File: config.mk
export PLATFORM = sky130hd
export DESIGN_NAME = ex_issue
export DESIGN_NICKNAME = d
export VERILOG_FILES = /design/src/rtl/ex_issue.sv
export SDC_FILE = /design/constraint.sdc
export NUM_CORES = 1
export LEC_CHECK = 0
export ABC_AREA = 1
export CORE_UTILIZATION = 31
export CTS_BUF_LIST = sky130_fd_sc_hd__clkbuf_8
export CTS_CLUSTER_DIAMETER = 100
export DETAILED_ROUTE_END_ITERATION = 8
export PLACE_DENSITY = 0.71
export SYNTH_ARGS = -nofsm -noshare
export SYNTH_HDL_FRONTEND = slang
export SYNTH_SLANG_ARGS = --single-unit
File: constraint.sdc
create_clock -name clk_i -period 3 [get_ports clk_i]
set_input_delay 0.3 -clock clk_i [delete_from_list [all_inputs] [get_ports clk_i]]
set_output_delay 0.3 -clock clk_i [all_outputs]
set_load 0.01 [all_outputs]
File: src/rtl/ex_issue.sv
// ex_issue: execute-stage issue register sitting directly in front of the ALU.
//
// Each handshake accepts one raw RV32I instruction with its PC and register
// file operands. The block decodes the ALU-class opcodes (OP, OP-IMM, LUI,
// AUIPC) and resolves bypassing from EX/MEM and MEM/WB. It then registers the
// ALU operands, the 4-bit ALU select and the destination info into a one-entry
// valid/ready pipeline register that supports flush.
//
// Ports
//   clk_i, rst_ni              clock, synchronous active-low reset
//   in_valid_i / in_ready_o    upstream handshake (in_ready_o is combinational)
//   in_instr_i, in_pc_i        instruction word and its PC
//   in_rs1_val_i, in_rs2_val_i register file read data
//   fwd_exm_*_i                EX/MEM bypass (valid, rd, data)
//   fwd_wb_*_i                 MEM/WB bypass (valid, rd, data)
//   flush_i                    drop held entry and refuse same-cycle input
//   out_valid_o / out_ready_i  downstream handshake
//   out_arg_a_o, out_arg_b_o   ALU operands
//   out_alu_sel_o              1 ADD 2 SUB 3 XOR 4 OR 5 AND 6 SLL 7 SRL 8 SRA
//                              9 SLT A SLTU, 0 none
//   out_rd_o, out_rd_we_o      destination register and write enable
//   out_illegal_o              instruction not ALU-class or malformed
module ex_issue (
  input  logic        clk_i,
  input  logic        rst_ni,
  input  logic        in_valid_i,
  output logic        in_ready_o,
  input  logic [31:0] in_instr_i,
  input  logic [31:0] in_pc_i,
  input  logic [31:0] in_rs1_val_i,
  input  logic [31:0] in_rs2_val_i,
  input  logic        fwd_exm_valid_i,
  input  logic [4:0]  fwd_exm_rd_i,
  input  logic [31:0] fwd_exm_data_i,
  input  logic        fwd_wb_valid_i,
  input  logic [4:0]  fwd_wb_rd_i,
  input  logic [31:0] fwd_wb_data_i,
  input  logic        flush_i,
  output logic        out_valid_o,
  input  logic        out_ready_i,
  output logic [31:0] out_arg_a_o,
  output logic [31:0] out_arg_b_o,
  output logic [3:0]  out_alu_sel_o,
  output logic [4:0]  out_rd_o,
  output logic        out_rd_we_o,
  output logic        out_illegal_o
);

  typedef enum logic [3:0] {
    ALU_NONE = 4'h0,
    ALU_ADD  = 4'h1,
    ALU_SUB  = 4'h2,
    ALU_XOR  = 4'h3,
    ALU_OR   = 4'h4,
    ALU_AND  = 4'h5,
    ALU_SLL  = 4'h6,
    ALU_SRL  = 4'h7,
    ALU_SRA  = 4'h8,
    ALU_SLT  = 4'h9,
    ALU_SLTU = 4'hA
  } alu_sel_e;

  localparam logic [6:0] OPC_OP     = 7'b0110011;
  localparam logic [6:0] OPC_OP_IMM = 7'b0010011;
  localparam logic [6:0] OPC_LUI    = 7'b0110111;
  localparam logic [6:0] OPC_AUIPC  = 7'b0010111;

  // Instruction fields
  logic [6:0] opcode;
  logic [2:0] funct3;
  logic [6:0] funct7;
  logic [4:0] rd_idx;

  assign opcode = in_instr_i[6:0];
  assign funct3 = in_instr_i[14:12];
  assign funct7 = in_instr_i[31:25];
  assign rd_idx = in_instr_i[11:7];

  // Operand forwarding: index 0 -> rs1, index 1 -> rs2.
  logic [4:0]  src_idx [2];
  logic [31:0] src_rf  [2];
  logic [31:0] src_val [2];

  assign src_idx[0] = in_instr_i[19:15];
  assign src_idx[1] = in_instr_i[24:20];
  assign src_rf[0]  = in_rs1_val_i;
  assign src_rf[1]  = in_rs2_val_i;

  genvar gi;
  generate
    for (gi = 0; gi < 2; gi++) begin : g_fwd
      // x0 is hard zero even if a bypass claims rd==0; EX/MEM is younger than
      // MEM/WB so it wins when both match.
      assign src_val[gi] =
          (src_idx[gi] == 5'd0)                              ? 32'd0          :
          (fwd_exm_valid_i && (fwd_exm_rd_i == src_idx[gi])) ? fwd_exm_data_i :
          (fwd_wb_valid_i  && (fwd_wb_rd_i  == src_idx[gi])) ? fwd_wb_data_i  :
                                                               src_rf[gi];
    end
  endgenerate

  // Decode
  alu_sel_e    dec_sel;
  logic [31:0] dec_a;
  logic [31:0] dec_b;
  logic        dec_ill;
  logic        dec_we;
  alu_sel_e    base_sel;

  // funct3 to ALU op shared by OP and OP-IMM; funct7[5] selects SUB/SRA.
  // For OP-IMM funct3 000 is always ADDI, so the SUB variant is masked there.
  always_comb begin
    base_sel = ALU_NONE;
    unique case (funct3)
      3'b000:  base_sel = (funct7[5] && (opcode == OPC_OP)) ? ALU_SUB : ALU_ADD;
      3'b001:  base_sel = ALU_SLL;
      3'b010:  base_sel = ALU_SLT;
      3'b011:  base_sel = ALU_SLTU;
      3'b100:  base_sel = ALU_XOR;
      3'b101:  base_sel = funct7[5] ? ALU_SRA : ALU_SRL;
      3'b110:  base_sel = ALU_OR;
      default: base_sel = ALU_AND;
    endcase
  end

  always_comb begin
    dec_sel = ALU_NONE;
    dec_a   = 32'd0;
    dec_b   = 32'd0;
    dec_ill = 1'b1;
    unique case (opcode)
      OPC_OP: begin
        dec_a   = src_val[0];
        dec_b   = src_val[1];
        dec_sel = base_sel;
        dec_ill = !((funct7 == 7'h00) ||
                    ((funct7 == 7'h20) && ((funct3 == 3'b000) || (funct3 == 3'b101))));
      end
      OPC_OP_IMM: begin
        dec_a   = src_val[0];
        dec_sel = base_sel;
        if ((funct3 == 3'b001) || (funct3 == 3'b101)) begin
          // Shifts use the 5-bit shamt only; the upper bits are funct7.
          dec_b   = {27'd0, in_instr_i[24:20]};
          dec_ill = (funct3 == 3'b001) ? (funct7 != 7'h00)
                                       : !((funct7 == 7'h00) || (funct7 == 7'h20));
        end else begin
          dec_b   = {{20{in_instr_i[31]}}, in_instr_i[31:20]};
          dec_ill = 1'b0;
        end
      end
      OPC_LUI: begin
        dec_a   = 32'd0;
        dec_b   = {in_instr_i[31:12], 12'd0};
        dec_sel = ALU_ADD;
        dec_ill = 1'b0;
      end
      OPC_AUIPC: begin
        dec_a   = in_pc_i;
        dec_b   = {in_instr_i[31:12], 12'd0};
        dec_sel = ALU_ADD;
        dec_ill = 1'b0;
      end
      default: begin
        dec_ill = 1'b1;
      end
    endcase
    // Illegal entries still flow downstream but carry no operation.
    if (dec_ill) begin
      dec_sel = ALU_NONE;
      dec_a   = 32'd0;
      dec_b   = 32'd0;
    end
  end

  assign dec_we = !dec_ill && (rd_idx != 5'd0);

  // Pipeline register
  logic        valid_q,   valid_d;
  logic [31:0] arg_a_q,   arg_a_d;
  logic [31:0] arg_b_q,   arg_b_d;
  logic [3:0]  alu_sel_q, alu_sel_d;
  logic [4:0]  rd_q,      rd_d;
  logic        rd_we_q,   rd_we_d;
  logic        illegal_q, illegal_d;
  logic        accept;

  assign in_ready_o = rst_ni && !flush_i && (!valid_q || out_ready_i);
  assign accept     = in_valid_i && in_ready_o;

  always_comb begin
    valid_d   = valid_q;
    arg_a_d   = arg_a_q;
    arg_b_d   = arg_b_q;
    alu_sel_d = alu_sel_q;
    rd_d      = rd_q;
    rd_we_d   = rd_we_q;
    illegal_d = illegal_q;
    if (flush_i) begin
      valid_d = 1'b0;
    end else if (accept) begin
      valid_d   = 1'b1;
      arg_a_d   = dec_a;
      arg_b_d   = dec_b;
      alu_sel_d = dec_sel;
      rd_d      = rd_idx;
      rd_we_d   = dec_we;
      illegal_d = dec_ill;
    end else if (out_ready_i) begin
      valid_d = 1'b0;
    end
  end

  always_ff @(posedge clk_i) begin
    if (!rst_ni) begin
      valid_q   <= 1'b0;
      arg_a_q   <= 32'd0;
      arg_b_q   <= 32'd0;
      alu_sel_q <= 4'd0;
      rd_q      <= 5'd0;
      rd_we_q   <= 1'b0;
      illegal_q <= 1'b0;
    end else begin
      valid_q   <= valid_d;
      arg_a_q   <= arg_a_d;
      arg_b_q   <= arg_b_d;
      alu_sel_q <= alu_sel_d;
      rd_q      <= rd_d;
      rd_we_q   <= rd_we_d;
      illegal_q <= illegal_d;
    end
  end

  assign out_valid_o   = valid_q;
  assign out_arg_a_o   = arg_a_q;
  assign out_arg_b_o   = arg_b_q;
  assign out_alu_sel_o = alu_sel_q;
  assign out_rd_o      = rd_q;
  assign out_rd_we_o   = rd_we_q;
  assign out_illegal_o = illegal_q;

endmodule

==> results.cfg <==
[status]
status = complete, but fails checks
violations = DRC

[floorplan]
fp.dieArea_um2 = 19200
boundaryPins = 286
die_w_um = 139
initial_utilization_pct = 31.9
die_y_um = 139
core_um2 = 18100
rows = 49

[critical_path]
start_kind = input pin
arrival_ps = 2330
crit_chain = clkdlybuf4s50_1 > inv_1 > nand4_1 > o21ai_4 > nor2_1 > nand2_1 > nand2_1 > nand2_1 > a21oi_1
slowest_delay_ps = 750
endpoint_kind = flop
cp_common_cell = nand2_1
cp.required_ps = 3240
cp_slowest_cell = o21ai_4
critPathKind = in2reg
cp_top_family = compound AO/OA/AOI/OAI gates
critical_path.max_fanout = 32
cp_num_buf_inv = 2

[cts]
post_cts_buffers = 0
clk_latency_ps = 380
clock_path_buffers = 2
cts_resized = 0
h-tree-depth = 3
numCtsBuffers = 9
cts.root.buffer_cell = clkbuf_8
clkSinkCount = 76
ctsHoldBuffers = 0
cts_tree = yes
clkTransAtPathRegs_ps = 90

[power]
leakagePower_nw = 3.95
ir_drop_mv = 0.175
power.density_nw_per_um2 = 278

[drt]
drtIter0Drc = 531
drt-wirelength-per-cell_um = 16.5
ant_nets = 0
vias_per_cell = 4.95
drt-pass1-iter-count = 7
vias = 7720
drt-total-wl_mm = 25.7
drc = 12

[grt]
antenna_found_initial = 0
grt_max_degree = 75
grt_first_pass_wirelength_mm = 40.1
grt-ovfl-total = 0
grt_pass1_vias = 7487
grt_usage_pct = 26.7

[final_layout]
final_nets = 1536
syn_to_final_growth_pct = 56.7
fin_area_um2 = 9080
drive_gt1_share_pct = 4.58
antenna_cells = 0
fin_util_pct = 50.0

[place]
dpl.hpwl_mm = 19.5
gp_congestion = 0.918
port_buffers = 285
dpl_cell_area_um2 = 8870

[synth]
synth_area_um2 = 5790
syn_avg_cell_area_um2 = 5.39
ys_ff_latch = 76
synth_nets = 1285
syn_inst = 1076
ys_seq_area_share_pct = 26.3
yosys_warnings = 0
synthTopCellsByArea = nand2_1 29%, dfxtp_1 26%, nand3_1 12%
synth_cell_types = 28
yosysTopAreaCell = nand2_1
synth_top_area_share_pct = 29.2

[run]
max_cap_viol_count = 0

[timing]
setup_violations = 0
tns_ps = 0
period_share_pct = 69.8
drv_slew = 0
worst_hold_slack_ps = 468
tightest_slew_ps = 945
final-hold-violation-count = 0
rsz0062_at_grt = false
finalClockSkew_ps = 12.0
max_freq_mhz = 478
min_period_ps = 2090
maxSlewHeadroom_pct = 36.8

[min_path]
hp-class = reg2reg
## through the flow
| step | power [mW] | cells | worst slack, ps |
|---|---|---|---|
| after floorplan | 1.25 | 1076 | 1550 |
| after CTS | 2.54 | 1561 | 907 |
| final | 2.52 | 1561 | 907 |
| after global placement | 1.66 | 1545 | 532 |
| after detailed placement | 1.65 | 1545 | 507 |
| after global routing | 2.64 | 1561 | 711 |
## registers in the layout, summed over array words and instances (netlist names)
signal	flops
out_arg_a_o	32
out_rd_o	5
out_arg_b_o	32
out_alu_sel_o	4
out_rd_we_o	1
out_valid_o	1
out_illegal_o	1
## logic make-up (layout without fill, tap and decap cells)
kind of cell	Yosys count	in the layout	synth area share (%)
buffers and inverters	123	379	9.57
AO/OA/AOI/OAI	109	109	9.67
AND/OR/NAND/NOR	768	768	54.5
flip-flops	76	76	26.3
## area by class of cell
type / count / area [um^2]
Multi-Input combinational cell: 877 / 3790
Fill cell: 1859 / 9060
Clock inverter: 5 / 58.8
Sequential cell: 76 / 1520
Clock buffer: 11 / 151
Timing Repair Buffer: 305 / 3050
Tap cell: 229 / 287
Inverter: 58 / 219
## power breakdown
| group | internal [mW] | switching [mW] |
|---|---|---|
| Sequential | 1.01 | 0.00163 |
| Clock | 0.434 | 0.454 |
| Combinational | 0.331 | 0.291 |
## cell usage in the layout, fill, tap and decap left out, types with 4 or more instances in the layout
| master | n |
|---|---|
| nor2_4 | 6 |
| nand2_1 | 450 |
| inv_1 | 53 |
| nand3_2 | 4 |
| a21oi_1 | 78 |
| buf_12 | 4 |
| buf_4 | 16 |
| o21ai_0 | 25 |
| nor2_1 | 151 |
| inv_2 | 4 |
| clkbuf_8 | 11 |
| dfxtp_1 | 76 |
| nand3_1 | 141 |
| nand4_1 | 6 |
| clkdlybuf4s50_1 | 285 |
## cell usage after synthesis (all sizes together)
master and count:
clkbuf 27, nand4 6, dfxtp 76, inv 56, o22ai 1, o21ai 28, o211ai 1, nand3 146
nand2 452, buf 38, clkinv 2, a21oi 79, nor3 6, nor2 158
## tightest hold or removal path: cells and delay by family, from the launching register on
family / cells / cell delay, ps
flops: 1 / 320
simple gates: 1 / 60
compound gates: 1 / 50
## final timing paths
path	start	end	slack, ps	cells past startpoint
worst max-delay path	in_instr_i[20]	out_arg_b_o[27]	910	9
worst min-delay path	out_rd_o[3]	out_rd_o[3]	470	2
worst max register to register	out_valid_o	out_arg_a_o[7]	1150	7
worst min register to register	out_rd_o[3]	out_rd_o[3]	470	2
## per-layer routing
layer	GRT usage (%)	share of wire (%)	up-vias
li1	-	-	3900
met1	34.0	44	3456
met2	45.0	47	319
met3	5.18	6.9	45
met4	9.24	2.5	0
met5	0	0	-
(Power assumes the default switching activity.)
